## src/rtl/booth_mult_seq.sv

```systemverilog
// Sequential radix-2 Booth multiplier: one ARITH and one SHIFT cycle per operand bit.
// Optional cancel port enabled by defining BOOTH_ABORT_EN.
module booth_mult_seq #(
  parameter int unsigned WIDTH = 8
) (
  input  logic                 clk,
  input  logic                 rst_n,
  input  logic                 in_valid,
  output logic                 in_ready,
  input  logic [WIDTH-1:0]     multiplicand,
  input  logic [WIDTH-1:0]     multiplier,
  output logic                 out_valid,
  input  logic                 out_ready,
  output logic [2*WIDTH-1:0]   product,
  output logic                 busy
`ifdef BOOTH_ABORT_EN
  ,
  input  logic                 abort
`endif
);

  localparam int unsigned AW = WIDTH + 1;
  localparam int unsigned CW = $clog2(WIDTH + 1);

  typedef enum logic [1:0] {IDLE, ARITH, SHIFT, DONE} state_t;

  state_t           state;
  logic [AW-1:0]    acc;
  logic [AW-1:0]    mcand;
  logic [WIDTH-1:0] mplier;
  logic             q_m1;
  logic [CW-1:0]    cnt;
  logic             abort_c;

  logic [AW-1:0]    acc_sh_c;
  logic [WIDTH-1:0] mplier_sh_c;

`ifdef BOOTH_ABORT_EN
  assign abort_c = abort;
`else
  assign abort_c = 1'b0;
`endif

  // Arithmetic right shift of {acc, mplier, q_m1}; q_m1 picks up mplier[0].
  assign acc_sh_c    = {acc[AW-1], acc[AW-1:1]};
  assign mplier_sh_c = {acc[0], mplier[WIDTH-1:1]};

  always_ff @(posedge clk or negedge rst_n) begin
    if (!rst_n) begin
      state     <= IDLE;
      acc       <= '0;
      mcand     <= '0;
      mplier    <= '0;
      q_m1      <= 1'b0;
      cnt       <= '0;
      product   <= '0;
      in_ready  <= 1'b1;
      busy      <= 1'b0;
      out_valid <= 1'b0;
    end else begin
      case (state)
        IDLE: begin
          if (in_valid) begin
            mcand    <= {multiplicand[WIDTH-1], multiplicand};
            mplier   <= multiplier;
            acc      <= '0;
            q_m1     <= 1'b0;
            cnt      <= CW'(WIDTH);
            state    <= ARITH;
            in_ready <= 1'b0;
            busy     <= 1'b1;
          end
        end

        ARITH: begin
          if (abort_c) begin
            state    <= IDLE;
            in_ready <= 1'b1;
            busy     <= 1'b0;
          end else begin
            case ({mplier[0], q_m1})
              2'b01:   acc <= acc + mcand;
              2'b10:   acc <= acc - mcand;
              default: acc <= acc;
            endcase
            state <= SHIFT;
          end
        end

        SHIFT: begin
          if (abort_c) begin
            state    <= IDLE;
            in_ready <= 1'b1;
            busy     <= 1'b0;
          end else begin
            acc    <= acc_sh_c;
            mplier <= mplier_sh_c;
            q_m1   <= mplier[0];
            cnt    <= cnt - CW'(1);
            if (cnt == CW'(1)) begin
              state     <= DONE;
              busy      <= 1'b0;
              out_valid <= 1'b1;
              product   <= {acc_sh_c[WIDTH-1:0], mplier_sh_c};
            end else begin
              state <= ARITH;
            end
          end
        end

        DONE: begin
          if (out_ready || abort_c) begin
            state     <= IDLE;
            out_valid <= 1'b0;
            in_ready  <= 1'b1;
          end
        end

        default: begin
          state     <= IDLE;
          out_valid <= 1'b0;
          busy      <= 1'b0;
          in_ready  <= 1'b1;
        end
      endcase
    end
  end

endmodule

```

## config.mk

```make
export PLATFORM = sky130hd
export DESIGN_NAME = booth_mult_seq
export DESIGN_NICKNAME = d
export VERILOG_FILES = /design/src/rtl/booth_mult_seq.sv
export SDC_FILE = /design/constraint.sdc
export NUM_CORES = 1
export LEC_CHECK = 0
export ABC_AREA = 0
export BUFFER_PORTS_ARGS = -buffer_cell sky130_fd_sc_hd__buf_2
export CORE_ASPECT_RATIO = 1.75
export CORE_MARGIN = 2
export CORE_UTILIZATION = 50
export DETAILED_ROUTE_END_ITERATION = 12
export PLACE_DENSITY = 0.78
export SLEW_MARGIN = 25
export SYNTH_ARGS = -nofsm -noshare
export SYNTH_HDL_FRONTEND = slang
export SYNTH_SLANG_ARGS = --single-unit
```

## constraint.sdc

```tcl
create_clock -name clk -period 8.2 [get_ports clk]
set_clock_uncertainty 0.05 [all_clocks]
set_input_delay 0.82 -clock clk [delete_from_list [all_inputs] [get_ports clk]]
set_output_delay 0.82 -clock clk [all_outputs]
set_load 0.02 [all_outputs]
```

==> metrics.csv, run 1 <==
stage,metric,value,unit
power,ratio of total power to cell area,461.7,nW/µm²
die,floorplan row count,36,
clocking,Clock Tree Root,sky130_fd_sc_hd__clkbuf_8,
setup_path,CP endpoint kind,register,
sta,"Hold Violations, Final",0,
clocking,clock network latency to the later pin of the worst-skew pair,310,ps
drt,post-route ant nets,0,
sta,Final TNS setup,0,ps
drt,number of violations reported at the end of detailed-routing iteration 0,67,
clocking,number of clock sinks seen by CTS,51,
die,initial core utilization,51.29,%
sta,count of endpoints failing setup in the final report,0,
finish,proportion of layout cells with a drive suffix above 1,23.10,%
clocking,maximum buffer depth of the clock tree,2,
drt,First-pass DRT Iterations,4,
clocking,Inserted Clock Buffers,5,
yosys,yosys warns,0,
yosys,mean instance size in the synthesized netlist,10.11,µm²
yosys,prevailing post-synth register cell,sky130_fd_sc_hd__dfrtp_1,
sta,"Slew Viols, Final",0,
sta,Max Clock Freq,347.1,MHz
drt,total via count in the routed design,2240,
setup_path,"reg-to-reg slack, setup",5320,ps
yosys,number of distinct library cells after synthesis,48,
outcome,outcome,finished clean,
placement,port buffer count,38,
die,core box area,5540,µm²
setup_path,worst path arrival time,3030,ps
clocking,H-Tree Level Count,2,
drt,Wirelength per Cell,15.83,µm
grt,overall overflow remaining after global route,0,
drt,Via density,5.714,
finish,number of antenna cells inserted,0,
grt,GRT Resource Usage Total,21.43,%
drt,Total Wirelength,6204,µm
power,clock network fraction of total power,9.9,%
setup_path,launching instance or port of the critical path,mplier[0],
setup_path,data required time at the worst endpoint,8350,ps
power,internal cell power,786.7,µW
power,net switching component of the power,674.1,µW
yosys,part of the Yosys area used for sequential elements,44.96,%
finish,Final #Nets,352,
clocking,"CTS clk-pin slew, worst paths",100,ps
setup_path,crit path launch type,register,
placement,cell count after placement,384,
power,switching portion of total power,46.15,%
clocking,post-CTS repair timing setup buffer count,0,
clocking,TritonCTS clock tree,built,
finish,filler-free cell count of the finished design,392,
sta,post-route clock period utilization,35.14,%
setup_path,kind of critical path,register to register,
yosys,syn_nets,318,
power,leakage power total,0.001449,µW
finish,area added between synthesis and finish,11.36,%
yosys,count of mapped cells out of synthesis,281,
yosys,netlist area before placement,2841,µm²
sta,Worst Max-Slew Pin Slew,978.2,ps
die,total die area,6326,µm²
setup_path,Slowest cell on crit path,sky130_fd_sc_hd__fa_1,
min_path,kind of path behind the tightest hold check,register to register,
setup_path,biggest fanout along the worst timing path,9,
sta,setup repair after global routing missed its margin,no,
placement,Detailed Place HPWL,4543,µm
clocking,post-cts resize count,0,
die,count of pins on the block boundary,39,
sta,relative slew slack,34.72,%
die,chip width,60.99,µm
drt,DRC Markers,0,
power,overall power after layout,1461,µW
finish,final core area utilization,57.11,%
min_path,start point of the worst hold path,product[11],
power,part of the power in combinational logic,59.7,%
setup_path,crit path cell chain,ha_1 > mux2_2 > fa_1 > nand2b_1 > a21oi_2 > o21ai_0 > xnor2_1 > nor3b_1 > a221o_1,
setup_path,sum of buffers and inverters on the critical path,0,
power,sequential power share,30.4,%
yosys,Seq cells post-synth,51,
grt,number of antenna violations at the first check in global routing,0,
grt,number of global-route vias before repair,2289,
job,Max Cap Viol,0,
setup_path,startpoint of the lowest-slack register-to-register path,mplier[0],
setup_path,largest incremental delay on the critical path,440,ps
setup_path,"delay-heaviest family, CP",adder cells,
clocking,number of hold-repair buffers added at the cts stage,0,
placement,final RePlAce weighted congestion,0.9400,
yosys,"EDFF count, synth",0,
grt,wire length of the first global-routing pass,10390,µm
yosys,ys async rst share,100.0,%
grt,maximum number of pins on one net before global-route repair,52,
sta,Tmin final,2881,ps
die,vertical die dimension,103.7,µm
power,worst vdd ir,0.2937,mV
power by group through the flow:
stage / Clock [µW] / Combinational, µW / Sequential, µW
floorplan: 0 / 649 / 460
global placement: 0 / 843 / 444
detailed placement: 0 / 865 / 449
CTS: 148 / 871 / 444
global route: 158 / 969 / 457
finish: 145 / 872 / 444
synth_stat cells, types with 2 or more instances:
library cell / number / area [µm²]
sky130_fd_sc_hd__a21oi_1: 21 / 105.1
sky130_fd_sc_hd__a21oi_2: 2 / 17.52
sky130_fd_sc_hd__a311oi_1: 2 / 17.52
sky130_fd_sc_hd__a31oi_1: 3 / 18.77
sky130_fd_sc_hd__buf_2: 2 / 10.01
sky130_fd_sc_hd__clkbuf_1: 9 / 33.78
sky130_fd_sc_hd__dfrtp_1: 50 / 1251
sky130_fd_sc_hd__ha_1: 16 / 200.2
sky130_fd_sc_hd__inv_1: 15 / 56.30
sky130_fd_sc_hd__mux2_1: 7 / 78.83
sky130_fd_sc_hd__mux2_2: 18 / 202.7
sky130_fd_sc_hd__mux2i_1: 2 / 20.02
sky130_fd_sc_hd__nand2_1: 20 / 75.07
sky130_fd_sc_hd__nand2b_1: 4 / 25.02
sky130_fd_sc_hd__nand3_1: 2 / 10.01
sky130_fd_sc_hd__nor2_1: 21 / 78.83
sky130_fd_sc_hd__nor2b_1: 4 / 25.02
sky130_fd_sc_hd__nor3_1: 8 / 40.04
sky130_fd_sc_hd__nor3b_1: 3 / 22.52
sky130_fd_sc_hd__o2111ai_1: 2 / 17.52
sky130_fd_sc_hd__o21a_1: 6 / 45.04
sky130_fd_sc_hd__o21ai_0: 13 / 65.06
sky130_fd_sc_hd__o21ai_1: 6 / 30.03
sky130_fd_sc_hd__o22ai_1: 15 / 93.84
sky130_fd_sc_hd__xnor2_1: 7 / 61.31
worst register-to-register path: cells and delay by family, from the launching register on:
family	cells	cell delay, ps
AOI/OAI and AO/OA	3	590
adders and majority gates	2	820
muxes	1	410
DFF	1	410
xor gates and xnor gates	1	200
and+or+nand+nor	2	290
logic make-up (layout without fill, tap and decap cells):
family / count (synthesis) / after routing / synth area share [%]
adder cells (fa/ha/maj): 17 / 17 / 7.750
buffers and inverters: 28 / 63 / 4.051
XOR/XNOR: 7 / 7 / 2.158
flip-flops: 51 / 51 / 44.96
AND/OR/NAND/NOR: 68 / 68 / 11.49
AO/OA/AOI/OAI: 83 / 83 / 18.98
multiplexers: 27 / 27 / 10.61
cell usage in the layout, fill, tap and decap left out, types with 2 or more instances in the layout:
cell	n
sky130_fd_sc_hd__a21oi_1	21
sky130_fd_sc_hd__a21oi_2	2
sky130_fd_sc_hd__a311oi_1	2
sky130_fd_sc_hd__a31oi_1	3
sky130_fd_sc_hd__buf_2	38
sky130_fd_sc_hd__clkbuf_8	5
sky130_fd_sc_hd__dfrtp_1	50
sky130_fd_sc_hd__ha_1	16
sky130_fd_sc_hd__inv_1	15
sky130_fd_sc_hd__mux2_1	7
sky130_fd_sc_hd__mux2_2	18
sky130_fd_sc_hd__mux2i_1	2
sky130_fd_sc_hd__nand2_1	20
sky130_fd_sc_hd__nand2b_1	4
sky130_fd_sc_hd__nand3_1	2
sky130_fd_sc_hd__nor2_1	21
sky130_fd_sc_hd__nor2b_1	4
sky130_fd_sc_hd__nor3_1	8
sky130_fd_sc_hd__nor3b_1	3
sky130_fd_sc_hd__o2111ai_1	2
sky130_fd_sc_hd__o21a_1	6
sky130_fd_sc_hd__o21ai_0	13
sky130_fd_sc_hd__o21ai_1	6
sky130_fd_sc_hd__o22ai_1	15
sky130_fd_sc_hd__xnor2_1	7
through the flow:
stage	cell area, µm²	setup WS (ps)	hold slack (ps)
after floorplan	2841	5458	415.8
after global placement	3079	5451	412.7
after detailed placement	3079	5361	423.7
after CTS	3164	5324	445.5
after global routing	3164	5119	469.0
final	3164	5319	443.0
registers in the layout, indices dropped and copies added, names as in the netlist, 2 cells and up:
register / cells
cnt: 4
acc: 9
mcand: 8
product: 16
state: 2
mplier: 8
worst paths after layout:
kind                                     to  cells past startpoint
min in group asynchronous       product[12]                      2
worst max register to register       acc[8]                      9
worst max-delay path                 acc[8]                      9
worst min-delay path            product[11]                      1
worst min register to register  product[11]                      1
max in group asynchronous        product[4]                      2
area by class of cell:
class / instances / area [µm²]
fill: 498 / 2376
multi-input combinational: 202 / 1449
sequential: 51 / 1277
timing repair buffer: 39 / 197.7
tap: 76 / 95.09
clock buffer: 6 / 72.57
inverter: 16 / 60.06
clock inverter: 2 / 12.51
layer usage:
metal  track usage [%]  vias to the layer above  routed length (µm)
met3             2.871                       16                 168
li1                  -                     1082                   -
met2             36.94                       54                3463
met4             9.161                        0                 151
met5                 0                        -                   0
met1             25.43                     1088                2420
No activity file was read; power rests on OpenSTA's default activity.
==> inputs of run 2 (changes only) <==
--- a/config.mk
+++ b/config.mk
@@ -11,7 +11,7 @@
 export CORE_MARGIN = 2
 export CORE_UTILIZATION = 50
 export DETAILED_ROUTE_END_ITERATION = 12
-export PLACE_DENSITY = 0.78
+export PLACE_DENSITY = 0.81
 export SLEW_MARGIN = 25
 export SYNTH_ARGS = -nofsm -noshare
 export SYNTH_HDL_FRONTEND = slang
==> constraint.sdc (replaced) <==
create_clock -name clk -period 2.33 [get_ports clk]
set_clock_uncertainty 0.05 [all_clocks]
set_input_delay 0.233 -clock clk [delete_from_list [all_inputs] [get_ports clk]]
set_output_delay 0.233 -clock clk [all_outputs]
set_load 0.02 [all_outputs]
==> run 2 against run 1 <==
  * The flow now finishes with violations (setup timing)
  * First-iteration DRC count is 27% higher
  * Register-to-register slack worse by 5500 ps
  * Sequential share of layout area is 5.0 points lower
  * Critical path type unchanged
  * Largest power group unchanged
==> metrics.csv, run 2 (synthesized netlist as in run 1, its figures left out) <==
stage,metric,value,unit,change
finish,fill count,419,,was 498
min_path,Hold Crit Endpoint,mcand[7],,was product[11]
clocking,clock network latency to the later pin of the worst-skew pair,310,ps,about the same
clocking,"CTS clk-pin slew, worst paths",90,ps,was 100 ps
clocking,TritonCTS clock tree,built,,unchanged
die,chip width,60.99,µm,unchanged
clocking,H-Tree Level Count,2,,unchanged
drt,First-pass DRT Iterations,4,,unchanged
drt,Total Wirelength,7070,µm,was 6204 µm
power,worst vdd ir,0.9805,mV,was 0.2937 mV
power,clock network fraction of total power,11.4,%,was 9.9%
setup_path,number of cells traversed by the worst register-to-register path,11,,was 9
setup_path,startpoint of the lowest-slack register-to-register path,mcand[0],,was mplier[0]
grt,overall overflow remaining after global route,0,,unchanged
placement,final RePlAce weighted congestion,0.9856,,was 0.9400
grt,GRT Resource Usage Total,24.78,%,was 21.43%
power,net switching component of the power,2780,µW,was 674.1 µW
min_path,kind of path behind the tightest hold check,input pin to register,,was register to register
drt,Wirelength per Cell,16.56,µm,was 15.83 µm
finish,flip-flop count of the largest register after layout,16,,unchanged
finish,FF+latch area,1277,µm²,unchanged
clocking,Clock Tree Root,sky130_fd_sc_hd__clkbuf_8,,unchanged
power,leakage power total,0.001685,µW,was 0.001449 µW
grt,number of global-route vias before repair,2587,,was 2289
grt,wire length of the first global-routing pass,11850,µm,was 10390 µm
drt,Via density,5.698,,was 5.714
clocking,number of clock sinks seen by CTS,51,,unchanged
drt,DRC Markers,0,,unchanged
power,part of the power in combinational logic,64.6,%,was 59.7%
power,internal cell power,3600,µW,was 786.7 µW
finish,"commonest non-fill, non-tap cell in the layout",sky130_fd_sc_hd__dfrtp_1,,unchanged
power,sequential power share,24.0,%,was 30.4%
grt,number of antenna violations at the first check in global routing,0,,unchanged
sta,final worst-path setup slack,-178.9,ps,was 5319 ps
sta,post-route clock period utilization,107.7,%,was 35.14%
die,floorplan row count,36,,unchanged
die,core box area,5540,µm²,unchanged
power,ratio of total power to cell area,1765,nW/µm²,was 461.7 nW/µm²
setup_path,terminus of the critical flop-to-flop path,acc[7],,was acc[8]
setup_path,biggest fanout along the worst timing path,3,,was 9
setup_path,CP endpoint kind,register,,unchanged
finish,proportion of layout cells with a drive suffix above 1,36.47,%,was 23.10%
drt,post-route ant nets,0,,unchanged
die,count of pins on the block boundary,39,,unchanged
setup_path,"reg-to-reg slack, setup",-180,ps,was 5320 ps
setup_path,kind of critical path,register to register,,unchanged
drt,total via count in the routed design,2433,,was 2240
die,vertical die dimension,103.7,µm,unchanged
die,total die area,6326,µm²,unchanged
drt,number of violations reported at the end of detailed-routing iteration 0,85,,was 67
setup_path,"delay-heaviest family, CP",compound AO/OA/AOI/OAI gates,,was adder cells
setup_path,largest incremental delay on the critical path,360,ps,was 440 ps
finish,highest-count cells in the layout ignoring fill and taps,"sky130_fd_sc_hd__dfrtp_1, sky130_fd_sc_hd__buf_2, sky130_fd_sc_hd__buf_4, sky130_fd_sc_hd__nand2_1",,"was sky130_fd_sc_hd__dfrtp_1, sky130_fd_sc_hd__buf_2, sky130_fd_sc_hd__nor2_1, sky130_fd_sc_hd__a21oi_1, sky130_fd_sc_hd__nand2_1"
min_path,start point of the worst hold path,multiplicand[7],,was product[11]
finish,multi-input logic area,1579,µm²,was 1449 µm²
job,Max Cap Viol,0,,unchanged
finish,Final #Nets,387,,was 352
die,initial core utilization,51.29,%,unchanged
finish,area added between synthesis and finish,27.21,%,was 11.36%
finish,number of antenna cells inserted,0,,unchanged
outcome,violations in the final reports,setup timing,,
sta,"Hold Violations, Final",0,,unchanged
power,switching portion of total power,43.57,%,was 46.15%
setup_path,total stage count of the critical path,11,,was 9
setup_path,data required time at the worst endpoint,2540,ps,was 8350 ps
setup_path,sum of buffers and inverters on the critical path,2,,was 0
clocking,Inserted Clock Buffers,5,,unchanged
sta,Max Clock Freq,398.6,MHz,was 347.1 MHz
placement,port buffer count,38,,unchanged
setup_path,worst path arrival time,2710,ps,was 3030 ps
sta,Tmin final,2509,ps,was 2881 ps
clocking,maximum buffer depth of the clock tree,2,,unchanged
finish,top flop regs,"product (16), acc (9)",,unchanged
finish,register with the most flip-flops,product,,unchanged
power,overall power after layout,6380,µW,was 1461 µW
grt,maximum number of pins on one net before global-route repair,23,,was 52
sta,setup repair after global routing missed its margin,yes,,was no
sta,Worst Max-Slew Pin Slew,612.5,ps,was 978.2 ps
sta,"Slew Viols, Final",0,,unchanged
setup_path,crit path cell chain,inv_1 > ha_1 > mux2_4 > inv_2 > ha_4 > nor2b_4 > o31a_1 > o41ai_2 > a21boi_1 > o311ai_1 > o21a_1,,was ha_1 > mux2_2 > fa_1 > nand2b_1 > a21oi_2 > o21ai_0 > xnor2_1 > nor3b_1 > a221o_1
sta,relative slew slack,58.74,%,was 34.72%
setup_path,crit path launch type,register,,unchanged
placement,Detailed Place HPWL,5398,µm,was 4543 µm
sta,count of endpoints failing setup in the final report,4,,was 0
min_path,number of cells on the worst hold path,2,,was 1
outcome,outcome,"complete, but fails checks",,was finished clean
setup_path,Slowest cell on crit path,sky130_fd_sc_hd__dfrtp_1,,was sky130_fd_sc_hd__fa_1
sta,Post-Route Hold Slack,94.73,ps,was 443.0 ps
run 2: cell count changes in the layout (fill, tap and decap cells not counted), sizes merged:
cell,delta
bufinv,+2
dlygate4sd3,+1
buf,+34
clkinv,-1
clkbuf,-1
run 2: worst max path at each step:
stage | to | slack (ps) | startpoint
finish | acc[7] | -180 | mcand[0]
global route | acc[8] | -300 | q_m1
CTS | acc[7] | -250 | mcand[1]
detailed placement | acc[7] | -210 | q_m1
global placement | acc[8] | -120 | q_m1
floorplan | acc[7] | -150 | mplier[0]
run 2: cell type report:
class / count / area share, %
clock buffers: 5 / 1.904
clock inverters: 3 / 1.869
inverters: 16 / 1.661
multi-input cells: 202 / 43.68
flip-flops and latches: 51 / 35.34
well taps: 76 / 2.631
repair buffers: 74 / 12.91
run 2: worst reg2reg max path: cells and delay by family (launching register included):
kind	cells	cell delay, ps
AOI/OAI and AO/OA	5	1060
DFF	1	360
adders and majority gates	2	470
buffers and inverters	2	110
and+or+nand+nor	1	120
muxes	1	290
run 2: through the flow:
step	std cells	area, µm²	setup TNS (ps)	setup slack, ps	utilization (%)
global placement	417	3363	-314.1	-123.0	60.70
CTS	426	3552	-588.7	-247.8	64.11
global route	427	3615	-1014	-296.6	65.24
floorplan	281	2888	-418.3	-152.6	-
finish	427	3615	-502.5	-178.9	65.24
detailed placement	417	3363	-668.8	-214.3	60.70
run 2: power by group through the flow:
stage                     Sequential (µW)  Clock (µW)  Combinational (µW)
after CTS                            1510         747                3900
after global routing                 1580         782                4450
after detailed placement             1530           0                3750
final                                1530         730                4120
after floorplan                      1630           0                2420
after global placement               1510           0                3610
run 2: layer usage:
metal	up-vias	GRT usage, %	wire length (µm)
met5	-	0	0
met3	17	4.370	225
li1	1151	-	-
met4	0	10.56	201
met2	71	43.86	4035
met1	1194	27.51	2607
run 2: what timing repair did:
action,in CTS,in global routing
endpoints found under the setup margin,5,6
setup buffers,0,1
gates cloned,0,0
resized for setup,8,12
hold buffers,1,0
hold endpoints to repair,20,0
pin swaps,5,7
